===== config.mk =====
export PLATFORM = sky130hd
export DESIGN_NAME = fb_read_arbiter_flat
export DESIGN_NICKNAME = d
export VERILOG_FILES = /design/src/rtl/fb_pkg.sv /design/src/rtl/fb_read_arbiter_if.sv /design/src/rtl/fb_rr_starve_ctr.sv /design/src/rtl/fb_read_arbiter.sv /design/src/flat_wrapper.sv
export SDC_FILE = /design/constraint.sdc
export NUM_CORES = 1
export LEC_CHECK = 0
export ABC_CLOCK_PERIOD_IN_PS = 1760
export CAP_MARGIN = 25
export CORE_ASPECT_RATIO = 0.7
export CORE_MARGIN = 4
export CORE_UTILIZATION = 35
export CTS_CLUSTER_DIAMETER = 200
export DETAILED_ROUTE_END_ITERATION = 16
export MAX_ROUTING_LAYER = met4
export PLACE_DENSITY = 0.77
export SLEW_MARGIN = 20
export SYNTH_ARGS = -nofsm -noshare
export SYNTH_HDL_FRONTEND = slang
export SYNTH_SLANG_ARGS = --single-unit

===== constraint.sdc =====
create_clock -name clk -period 1.76 [get_ports clk]
set_clock_uncertainty 0.05 [all_clocks]
set_input_delay 0.352 -clock clk [delete_from_list [all_inputs] [get_ports clk]]
set_output_delay 0.352 -clock clk [all_outputs]
set_load 0.01 [all_outputs]

===== src/rtl/fb_pkg.sv =====
// Shared definitions for the frame-buffer read arbiter slice.
// Holds the frame geometry, requester address width, run limit for the
// display, pixel/address types and the read-owner encoding.
package fb_pkg;

  localparam int FB_W         = 320;
  localparam int FB_H         = 240;
  localparam int PIX_COUNT    = FB_W * FB_H;  // 76800 valid addresses
  localparam int AW           = 17;
  localparam int MAX_DISP_RUN = 4;
  localparam int RUN_W        = 3;             // holds 0..MAX_DISP_RUN

  typedef logic [3:0]    pix_t;
  typedef logic [AW-1:0] addr_t;

  typedef enum logic [1:0] {
    OWN_NONE = 2'd0,
    OWN_DISP = 2'd1,
    OWN_TRK  = 2'd2
  } owner_e;

  localparam addr_t PIX_LIMIT = addr_t'(PIX_COUNT);

  // True when the address maps onto a real pixel of the frame.
  function automatic logic addr_in_range(input addr_t a);
    return (a < PIX_LIMIT);
  endfunction

endpackage


===== src/rtl/fb_read_arbiter_if.sv =====
// Bundle of requester handshakes and frame-buffer read-port signals.
//   slave  : arbiter side (takes requests, drives grants/returns and the
//            frame-buffer read enable/address, takes read data)
//   master : requesters plus frame-buffer side (the opposite directions)
interface fb_read_arbiter_if;
  import fb_pkg::*;

  logic        disp_req;
  addr_t       disp_addr;
  logic        disp_gnt;
  logic        disp_rvalid;
  pix_t        disp_rdata;
  logic        disp_err;

  logic        trk_req;
  addr_t       trk_addr;
  logic        trk_gnt;
  logic        trk_rvalid;
  pix_t        trk_rdata;
  logic        trk_err;

  logic        fb_oe;
  logic [31:0] fb_rAddr;
  pix_t        fb_rData;

  modport slave (
    input  disp_req, disp_addr, trk_req, trk_addr, fb_rData,
    output disp_gnt, disp_rvalid, disp_rdata, disp_err,
    output trk_gnt, trk_rvalid, trk_rdata, trk_err,
    output fb_oe, fb_rAddr
  );

  modport master (
    output disp_req, disp_addr, trk_req, trk_addr, fb_rData,
    input  disp_gnt, disp_rvalid, disp_rdata, disp_err,
    input  trk_gnt, trk_rvalid, trk_rdata, trk_err,
    input  fb_oe, fb_rAddr
  );

endinterface


===== src/rtl/fb_rr_starve_ctr.sv =====
// Counts consecutive display grants taken while the tracker is waiting and
// raises trk_force_o once the display has used up its allowed run.
// Ports:
//   clk, reset   : read clock, synchronous active-high reset
//   trk_req_i    : tracker is requesting this cycle
//   disp_gnt_i   : display was granted this cycle
//   trk_gnt_i    : tracker was granted this cycle
//   trk_force_o  : tracker must win the next contended cycle
module fb_rr_starve_ctr
  import fb_pkg::*;
#(
  parameter int MAX_RUN = MAX_DISP_RUN
) (
  input  logic clk,
  input  logic reset,
  input  logic trk_req_i,
  input  logic disp_gnt_i,
  input  logic trk_gnt_i,
  output logic trk_force_o
);

  localparam logic [RUN_W-1:0] MAX_Q = RUN_W'(MAX_RUN);
  localparam logic [RUN_W-1:0] ONE_Q = RUN_W'(1);

  logic [RUN_W-1:0] run_cnt_q;
  logic [RUN_W-1:0] run_cnt_d;

  // Next run count: a tracker that is idle or served resets the run.
  always_comb begin
    run_cnt_d = run_cnt_q;
    if (!trk_req_i || trk_gnt_i) begin
      run_cnt_d = {RUN_W{1'b0}};
    end else if (disp_gnt_i && (run_cnt_q < MAX_Q)) begin
      run_cnt_d = run_cnt_q + ONE_Q;
    end else begin
      run_cnt_d = run_cnt_q;
    end
  end

  // Run count register.
  always_ff @(posedge clk) begin
    if (reset) begin
      run_cnt_q <= {RUN_W{1'b0}};
    end else begin
      run_cnt_q <= run_cnt_d;
    end
  end

  assign trk_force_o = (run_cnt_q == MAX_Q);

endmodule


===== src/rtl/fb_read_arbiter.sv =====
// Shares the frame-buffer read port between the display scanner (priority)
// and the tracker. One grant per cycle, data returned to the owner one
// cycle later; the tracker is forced through after a bounded display run.
// Ports:
//   clk   : read-side clock (same as frame-buffer read port)
//   reset : synchronous active-high reset
//   bus   : requester handshakes and frame-buffer read port (slave side)
module fb_read_arbiter
  import fb_pkg::*;
(
  input  logic              clk,
  input  logic              reset,
  fb_read_arbiter_if.slave  bus
);

  logic   disp_gnt;
  logic   trk_gnt;
  logic   any_gnt;
  logic   trk_force;
  addr_t  gnt_addr;
  addr_t  addr_sel;
  logic   fb_oe;

  // owner_q != OWN_NONE doubles as the in-flight flag.
  owner_e owner_q, owner_d;
  logic   err_q, err_d;
  addr_t  last_addr_q, last_addr_d;

  fb_rr_starve_ctr #(.MAX_RUN(MAX_DISP_RUN)) u_ctr (
    .clk         (clk),
    .reset       (reset),
    .trk_req_i   (bus.trk_req),
    .disp_gnt_i  (disp_gnt),
    .trk_gnt_i   (trk_gnt),
    .trk_force_o (trk_force)
  );

  // Grant: display first unless its run is exhausted while the tracker waits.
  always_comb begin
    disp_gnt = 1'b0;
    trk_gnt  = 1'b0;
    if (reset) begin
      disp_gnt = 1'b0;
      trk_gnt  = 1'b0;
    end else if (bus.disp_req && !(bus.trk_req && trk_force)) begin
      disp_gnt = 1'b1;
    end else if (bus.trk_req) begin
      trk_gnt = 1'b1;
    end else begin
      disp_gnt = 1'b0;
      trk_gnt  = 1'b0;
    end
  end

  // Issue: out-of-range addresses are presented but never enabled.
  always_comb begin
    any_gnt  = disp_gnt | trk_gnt;
    gnt_addr = disp_gnt ? bus.disp_addr : bus.trk_addr;
    if (any_gnt) begin
      fb_oe    = addr_in_range(gnt_addr);
      addr_sel = gnt_addr;
    end else begin
      fb_oe    = 1'b0;
      addr_sel = last_addr_q;
    end
  end

  // Next-state for owner, error flag and last issued address.
  always_comb begin
    owner_d     = OWN_NONE;
    err_d       = 1'b0;
    last_addr_d = last_addr_q;
    if (disp_gnt) begin
      owner_d     = OWN_DISP;
      err_d       = !addr_in_range(gnt_addr);
      last_addr_d = gnt_addr;
    end else if (trk_gnt) begin
      owner_d     = OWN_TRK;
      err_d       = !addr_in_range(gnt_addr);
      last_addr_d = gnt_addr;
    end else begin
      owner_d     = OWN_NONE;
      err_d       = 1'b0;
      last_addr_d = last_addr_q;
    end
  end

  // Owner, error and last-address registers.
  always_ff @(posedge clk) begin
    if (reset) begin
      owner_q     <= OWN_NONE;
      err_q       <= 1'b0;
      last_addr_q <= '0;
    end else begin
      owner_q     <= owner_d;
      err_q       <= err_d;
      last_addr_q <= last_addr_d;
    end
  end

  // Return path; gated by reset so a read in flight at reset is dropped.
  always_comb begin
    bus.disp_rvalid = 1'b0;
    bus.disp_err    = 1'b0;
    bus.disp_rdata  = 4'd0;
    bus.trk_rvalid  = 1'b0;
    bus.trk_err     = 1'b0;
    bus.trk_rdata   = 4'd0;
    if (reset) begin
      bus.disp_rvalid = 1'b0;
      bus.trk_rvalid  = 1'b0;
    end else begin
      case (owner_q)
        OWN_DISP: begin
          bus.disp_rvalid = 1'b1;
          bus.disp_err    = err_q;
          bus.disp_rdata  = err_q ? 4'd0 : bus.fb_rData;
        end
        OWN_TRK: begin
          bus.trk_rvalid = 1'b1;
          bus.trk_err    = err_q;
          bus.trk_rdata  = err_q ? 4'd0 : bus.fb_rData;
        end
        default: begin
          bus.disp_rvalid = 1'b0;
          bus.trk_rvalid  = 1'b0;
        end
      endcase
    end
  end

  assign bus.disp_gnt = disp_gnt;
  assign bus.trk_gnt  = trk_gnt;
  assign bus.fb_oe    = fb_oe;
  assign bus.fb_rAddr = {{(32-AW){1'b0}}, addr_sel};

endmodule


===== src/flat_wrapper.sv =====
// flat-port wrapper written by rule: the top's interface ports become plain ports
module fb_read_arbiter_flat import fb_pkg::*;
  (clk, reset, bus_disp_req, bus_disp_addr, bus_trk_req, bus_trk_addr, bus_fb_rData, bus_disp_gnt, bus_disp_rvalid, bus_disp_rdata, bus_disp_err, bus_trk_gnt, bus_trk_rvalid, bus_trk_rdata, bus_trk_err, bus_fb_oe, bus_fb_rAddr);
  fb_read_arbiter_if bus_i ();
  input  logic clk;
  input  logic reset;
  input wire logic [$bits(bus_i.disp_req)-1:0] bus_disp_req;
  input wire logic [$bits(bus_i.disp_addr)-1:0] bus_disp_addr;
  input wire logic [$bits(bus_i.trk_req)-1:0] bus_trk_req;
  input wire logic [$bits(bus_i.trk_addr)-1:0] bus_trk_addr;
  input wire logic [$bits(bus_i.fb_rData)-1:0] bus_fb_rData;
  output wire logic [$bits(bus_i.disp_gnt)-1:0] bus_disp_gnt;
  output wire logic [$bits(bus_i.disp_rvalid)-1:0] bus_disp_rvalid;
  output wire logic [$bits(bus_i.disp_rdata)-1:0] bus_disp_rdata;
  output wire logic [$bits(bus_i.disp_err)-1:0] bus_disp_err;
  output wire logic [$bits(bus_i.trk_gnt)-1:0] bus_trk_gnt;
  output wire logic [$bits(bus_i.trk_rvalid)-1:0] bus_trk_rvalid;
  output wire logic [$bits(bus_i.trk_rdata)-1:0] bus_trk_rdata;
  output wire logic [$bits(bus_i.trk_err)-1:0] bus_trk_err;
  output wire logic [$bits(bus_i.fb_oe)-1:0] bus_fb_oe;
  output wire logic [$bits(bus_i.fb_rAddr)-1:0] bus_fb_rAddr;
  assign bus_i.disp_req = bus_disp_req;
  assign bus_i.disp_addr = bus_disp_addr;
  assign bus_i.trk_req = bus_trk_req;
  assign bus_i.trk_addr = bus_trk_addr;
  assign bus_i.fb_rData = bus_fb_rData;
  assign bus_disp_gnt = bus_i.disp_gnt;
  assign bus_disp_rvalid = bus_i.disp_rvalid;
  assign bus_disp_rdata = bus_i.disp_rdata;
  assign bus_disp_err = bus_i.disp_err;
  assign bus_trk_gnt = bus_i.trk_gnt;
  assign bus_trk_rvalid = bus_i.trk_rvalid;
  assign bus_trk_rdata = bus_i.trk_rdata;
  assign bus_trk_err = bus_i.trk_err;
  assign bus_fb_oe = bus_i.fb_oe;
  assign bus_fb_rAddr = bus_i.fb_rAddr;
  fb_read_arbiter u_core (.clk(clk), .reset(reset), .bus(bus_i));
endmodule

; Yosys cells after proc, flatten, opt, wreduce, memory -nomap -nowiden
; Cells that the tools add are included.
[classes]
add_sub_neg = 1
mul = 0
div_mod_pow = 0
magnitude_cmp = 2
eq_ne = 3
n_shift = 0
muxes = 27
bitwise = 1
n_reduce_logical = 10
[ops]
columns = op, n
row1 = two-way mux 17 bit, 4
row2 = two-way mux 4 bit, 5
row3 = less-than comparator 17 bit (second input constant), 1
row4 = two-way mux 1 bit, 17
row5 = OR reduction 2 bit, 2
row6 = adder 3 x 1 -> 3 bit (second input constant), 1
row7 = == test 3 bit (second input constant), 1
row8 = logical AND 1 bit, 3
row9 = zero test 1 bit, 3
row10 = less-than comparator 3 bit (second input constant), 1
row11 = == test 2 x 1 -> 1 bit (second input constant), 1
row12 = == test 2 bit (second input constant), 1
row13 = two-way mux 2 bit, 1
row14 = nonzero test 2 bit, 1
row15 = logical OR 1 bit, 1
row16 = OR 1 bit, 1
[word_totals]
regBits = 23
latch_bits = 0
ram_bits = 0
mem_bits_ro = 0
output_inout_bits = 47
memories = 0

; Depth between registers and ports, before layout
[depth]
word_depth = 11
ltp_mapped = 7

; Cells and area by module
; From an unflattened synthesis, not the netlist that was laid out.
[unflattened]
hier_cells = 180
hier_area_um2 = 1393.8
[by_module_without_submodules]
columns = mod, instances, cells_each, area_each_um2, seq_area_each_um2
row1 = fb_read_arbiter, 1, 164, 1241.2, 400.4
row2 = fb_rr_starve_ctr, 1, 16, 152.6, 60.1

; Least setup slack after synthesis
; OpenSTA, ideal clock, no wires.
[synth_path]
path_type = register -> output
from = register u_core.u_ctr.run_cnt_q[0]
to = output port bus_fb_oe
arrival_ps = 1514
t_required_ps = 1358
setup_slack_ps = -156
path_stages_with_launch = 7
cell_sequence = dfxtp_1 inv_1 ha_1 and3_1 buf_6 or2_2 o22ai_1
[synth_between]
elab_chain_len = 9
word_cells_on_any_way = 12
cone_classes = 1 x order compare / 1 x eq/ne / 6 x mux / 1 x bitwise / 3 x reduce/logical
[synth_lines]
columns = element, line_no
row1 = from (decl), fb_rr_starve_ctr.sv:25  ; logic [RUN_W-1:0] run_cnt_q;
row2 = from (signal assigned), fb_rr_starve_ctr.sv:43  ; run_cnt_q <= {RUN_W{1'b0}};
row3 = from (signal assigned), fb_rr_starve_ctr.sv:45  ; run_cnt_q <= run_cnt_d;
row4 = == test 3 bit (*), fb_rr_starve_ctr.sv:49  ; assign trk_force_o = (run_cnt_q == MAX_Q);
row5 = logical AND 1 bit (*), fb_read_arbiter.sv:45  ; end else if (bus.disp_req && !(bus.trk_req && trk_force)) begin
row6 = zero test 1 bit (*), fb_read_arbiter.sv:45
row7 = logical AND 1 bit (*), fb_read_arbiter.sv:45
row8 = two-way mux 1 bit, fb_read_arbiter.sv:45
row9 = two-way mux 1 bit, fb_read_arbiter.sv:42  ; if (reset) begin
row10 = two-way mux 17 bit, fb_read_arbiter.sv:58  ; gnt_addr = disp_gnt ? bus.disp_addr : bus.trk_addr;
row11 = less-than comparator 17 bit, fb_pkg.sv:26  ; return (a < PIX_LIMIT);
row12 = two-way mux 1 bit (*), fb_read_arbiter.sv:59  ; if (any_gnt) begin
row13 = to (decl), flat_wrapper.sv:20  ; output wire logic [$bits(bus_i.fb_oe)-1:0] bus_fb_oe;
; Every way passes the cells marked *; elsewhere a longest branch is shown, timed or not.

; Worst setup path after layout
[layout_path]
from = register u_core.u_ctr.run_cnt_q[1]
to = output port bus_fb_rAddr[10]
[layout_between]
elab_chain_len = 8
word_cells_on_any_way = 11
cone_classes = 1 x eq/ne / 6 x mux / 1 x bitwise / 3 x reduce/logical
[layout_lines]
columns = element, line_no
row1 = == test 3 bit (*), fb_rr_starve_ctr.sv:49
row2 = logical AND 1 bit (*), fb_read_arbiter.sv:45
row3 = zero test 1 bit (*), fb_read_arbiter.sv:45
row4 = logical AND 1 bit (*), fb_read_arbiter.sv:45
row5 = two-way mux 1 bit, fb_read_arbiter.sv:45
row6 = two-way mux 1 bit, fb_read_arbiter.sv:42
row7 = two-way mux 17 bit or OR 1 bit (tied branches), "fb_read_arbiter.sv:58, fb_read_arbiter.sv:57"
row8 = two-way mux 17 bit (*), fb_read_arbiter.sv:59
row9 = to (decl), flat_wrapper.sv:21  ; output wire logic [$bits(bus_i.fb_rAddr)-1:0] bus_fb_rAddr;
; Marks and branches as above.

==> results <==
- The initialized floorplan defines 20 standard-cell rows.
- The share of the core filled with cells is 69.94%.
- The critical path contains buffers and inverters numbering 3 combined.
- The remaining routing DRC violations is 0.
- The initial antenna violation count is 0.
- The share of the synthesized area in the top cell type is 28.57%.
- Derived from the worst setup path, the maximum achievable clock frequency is 0.4579 GHz.
- The post-layout instance count excluding filler cells is roughly 370.
- The finished cells cover 3080 µm².
- On the worst path, the slowest cell contributes a delay of 0.33 ns.
- In this run the standard cell core region covers 4404 µm².
- The number of iterations in the first detailed-routing pass is 4.
- The signal on the critical path passes through inv_2 -> ha_4 -> and3_4 -> buf_12 -> nor3_4 -> nor3_2 -> buf_2.
- The kind of path behind the tightest hold check is in2reg.
- After layout, the design draws a total of 1.552 mW.
- The worst setup margin is -0.4238 ns.
- The via-per-instance ratio is about 5.
- For this run, the number of Yosys warnings is 0.
- The overall via count from detail_route is roughly 1800.
- For this run, the total global-route usage over all layers was measured as approximately 22%.
- The slowest stage of the critical path is the sky130_fd_sc_hd__dfxtp_2 cell.
- A synthesized cell averages 8.393 µm².
- Data arrives at the worst endpoint at 1.78 ns.
- The maximum number of pins on one net before global-route repair is 19.
- The startpoint of the worst register-to-register path is u_core.u_ctr.run_cnt_q[1].
- The gate count of the mapped netlist is 192.
- The worst path in the final design needs a cycle of 2.184 ns, including I/O delays and setup.
- The type of destination of the critical path is a primary output.
- The die covers approximately 5800 µm².
- The routed design has 6206 µm of wire.
- The leading cell type in the layout, fill and taps excluded is sky130_fd_sc_hd__buf_4.
- The flow ran to the end, but the final reports show violations.
- For this configuration, the core starts out at a cell density of 36.59%.
- Setup repair after global routing could not meet its margin everywhere.
- The final reports fail on setup timing.
- Of all cell types, the one taking the most synthesized area is sky130_fd_sc_hd__dfxtp_1.
- The top cell types in the final layout, fill and taps aside, are sky130_fd_sc_hd__buf_4, sky130_fd_sc_hd__clkdlybuf4s50_1, sky130_fd_sc_hd__nor2_1.
- Summed over all layers, the global routing overflow is 0.
- The ratio of total power to cell area is 503.8 nW/µm².
- Of the available clock period, the critical path in the final layout requires 124.1%.
- In this run the static leakage power is between 1 and 1.5 nW.
- The tightest hold path in the finished design has a slack of between 0.3 and 0.4 ns.
- The clock tree from TritonCTS is done.
- Ranked by total cell area, the synthesized netlist is headed by sky130_fd_sc_hd__dfxtp_1, sky130_fd_sc_hd__buf_4, sky130_fd_sc_hd__nor3_1, sky130_fd_sc_hd__a2111oi_2, sky130_fd_sc_hd__nor2_1.
- The post-place instance area is about 2700 µm².
- The wire length of the first global-routing pass is 9632 µm.
- The clock passes through at most 2 buffers.
- The main flop type after synthesis is sky130_fd_sc_hd__dfxtp_1.
- By startpoint and endpoint, the worst setup path is classified as reg2out.
- The starting DRC count in detailed routing is 90.
- The worst-case register-to-register setup slack is 0.08 ns.
- The number of placed instances, taps included is 357.
- The insertion delay to the later sink of the worst-skew pair is roughly 0.27 ns.
- Counting every sink on the clock net gives 23.
- Dividing the detail-routed wire length by the instance count gives approximately 17 µm.
- The count of flip-flops with a built-in enable after synthesis is 0.
- After synthesis the netlist holds a flip-flop and latch count of 23.
- The synthesized netlist contains 38 unique library cells.
- The number of nets in the finished design is 356.
- IR analysis of the VDD net gives a maximum drop of 407.0 µV.
- The share of the Yosys chip area taken by registers is between 20% and 30%.
- In this run, CTS created clock tree buffers numbering 3.
- In this run the horizontal extent of the chip is 89.11 µm.
- The residual antenna-violating net count after detailed routing is 0.
- The number of maximum-capacitance violations is 0.
- In this design, the largest share of critical-path delay is due to simple AND/OR/NAND/NOR gates.
- The critical path starts at u_core.u_ctr.run_cnt_q[1].
- Input and output buffers added on the ports amount to 73.
- The worst hold path cell count is 3.
- The number of cells on the worst reg-to-reg path is 7.
- In this run the most critical hold path is launched from reset.
- The layout overhead on the synthesized area is 91.15%.
- The hold violation count in the final report is 0.
- The die boundary height is 64.77 µm.
- CTS built an H-tree with a depth of 1.
- The worst hold path endpoint is u_core.last_addr_q[3].
- Cells with a size suffix above 1 make up 51.13% of the layout.
- The repair_antennas step left the layout with diodes totalling 0.
- The cell at the root of the clock tree is sky130_fd_sc_hd__clkbuf_8.
- Routability-driven placement finished with a final weighted congestion of roughly 0.82.
- The endpoint identified for the worst register-to-register timing path is u_core.last_addr_q[14].
- The final number of setup-violating endpoints is 20.
- Summed over all nets, the half-perimeter wirelength after detailed placement is 3991 µm.
- Data on the critical path is required at its endpoint by 1.36 ns.
- The number of global-route vias before repair is 1986.
- Of all nets on the critical path, the largest fanout is 5.
- Of all flip-flops after synthesis, the portion carrying an async set or reset was 0%.
- The worst setup path is launched from a flip-flop.
- The clock edge transition at the registers on the reported setup and hold paths is 0.08 ns.
- 89 I/O pins were placed.
- The total count of max-transition violations in the final report was 0.
- In this run the cell area of the synthesized design comes to 1612 µm².
## power breakdown
group | internal, mW | switching [mW]
registers | 0.557 | 0.0131
logic | 0.329 | 0.300
clock network | 0.159 | 0.193
total | 1.05 | 0.507
## tightest hold or removal path, cell delays in order
cell and delay (ns):
sky130_fd_sc_hd__buf_2 0.13, sky130_fd_sc_hd__buf_4 0.14, sky130_fd_sc_hd__nor4b_2 0.04
## synth_stat cells, drive strengths merged, types with 4 or more instances
cell	n
or3	9
buf	25
nor3b	9
nor4b	8
inv	10
dfxtp	23
o21ai	6
nor4	8
nor2	30
nor3	25
nand2	8
a21oi	4
a2111oi	7
## through the flow
| stage | TNS, ns | worst slack, ns |
|---|---|---|
| floorplan | -0.09485 | -0.01298 |
| global route | -7.471 | -0.4651 |
| CTS | -6.285 | -0.3692 |
| finish | -6.390 | -0.4238 |
| detailed placement | -26.82 | -0.8675 |
| global placement | -25.98 | -0.8383 |
## cell type report
| class | count | area, µm² |
|---|---|---|
| well taps | 55 | 68.82 |
| inverters | 10 | 37.54 |
| multi-input cells | 146 | 1351 |
| repair buffers | 128 | 1112 |
| flip-flops and latches | 23 | 464.2 |
| fillers | 311 | 1324 |
| clock inverters | 1 | 5.005 |
| clock buffers | 3 | 41.29 |
## routing by layer
layer,share of wire [%],track usage (%),up-vias
met1,42,26.60,890
met2,51,37.59,51
met3,6.2,4.574,6
met5,0,-,-
met4,0.68,4.089,0
li1,-,-,894
## flip-flops by register name (all words and copies together), names as in the netlist
name / cells
u_core.err_q: 1
u_core.last_addr_q: 17
u_core.owner_q: 2
u_core.u_ctr.run_cnt_q: 3
## how the worst max path moves through the flow
stage	cells after the start	endpoint	slack [ns]
3_5_place_dp	5	bus_fb_rAddr[7]	-0.87
6_report	7	bus_fb_rAddr[10]	-0.42
2_1_floorplan	7	bus_fb_rAddr[1]	-0.01
4_1_cts	7	bus_fb_oe	-0.37
3_3_place_gp	7	bus_fb_rAddr[6]	-0.84
5_1_grt	7	bus_fb_rAddr[10]	-0.47
## cells by family (layout without fill, tap and decap cells)
| group | after synthesis | count (layout) | synth area share, % |
|---|---|---|---|
| buffers and inverters | 37 | 142 | 15.22 |
| adder cells (fa/ha/maj) | 2 | 2 | 1.553 |
| flip-flops | 23 | 23 | 28.57 |
| AO/OA/AOI/OAI | 22 | 22 | 12.66 |
| AND/OR/NAND/NOR | 107 | 107 | 41.77 |
| other | 1 | 15 | 0.2327 |
## repair_timing
action / 4_1_cts / 5_1_grt
hold buffers: 0 / 0
resized for setup: 169 / 15
cloned: 3 / 0
pin swaps: 14 / 8
setup endpoints to repair: 32 / 34
buffers inserted: 4 / 1
No activity file was read; power rests on OpenSTA's default activity.
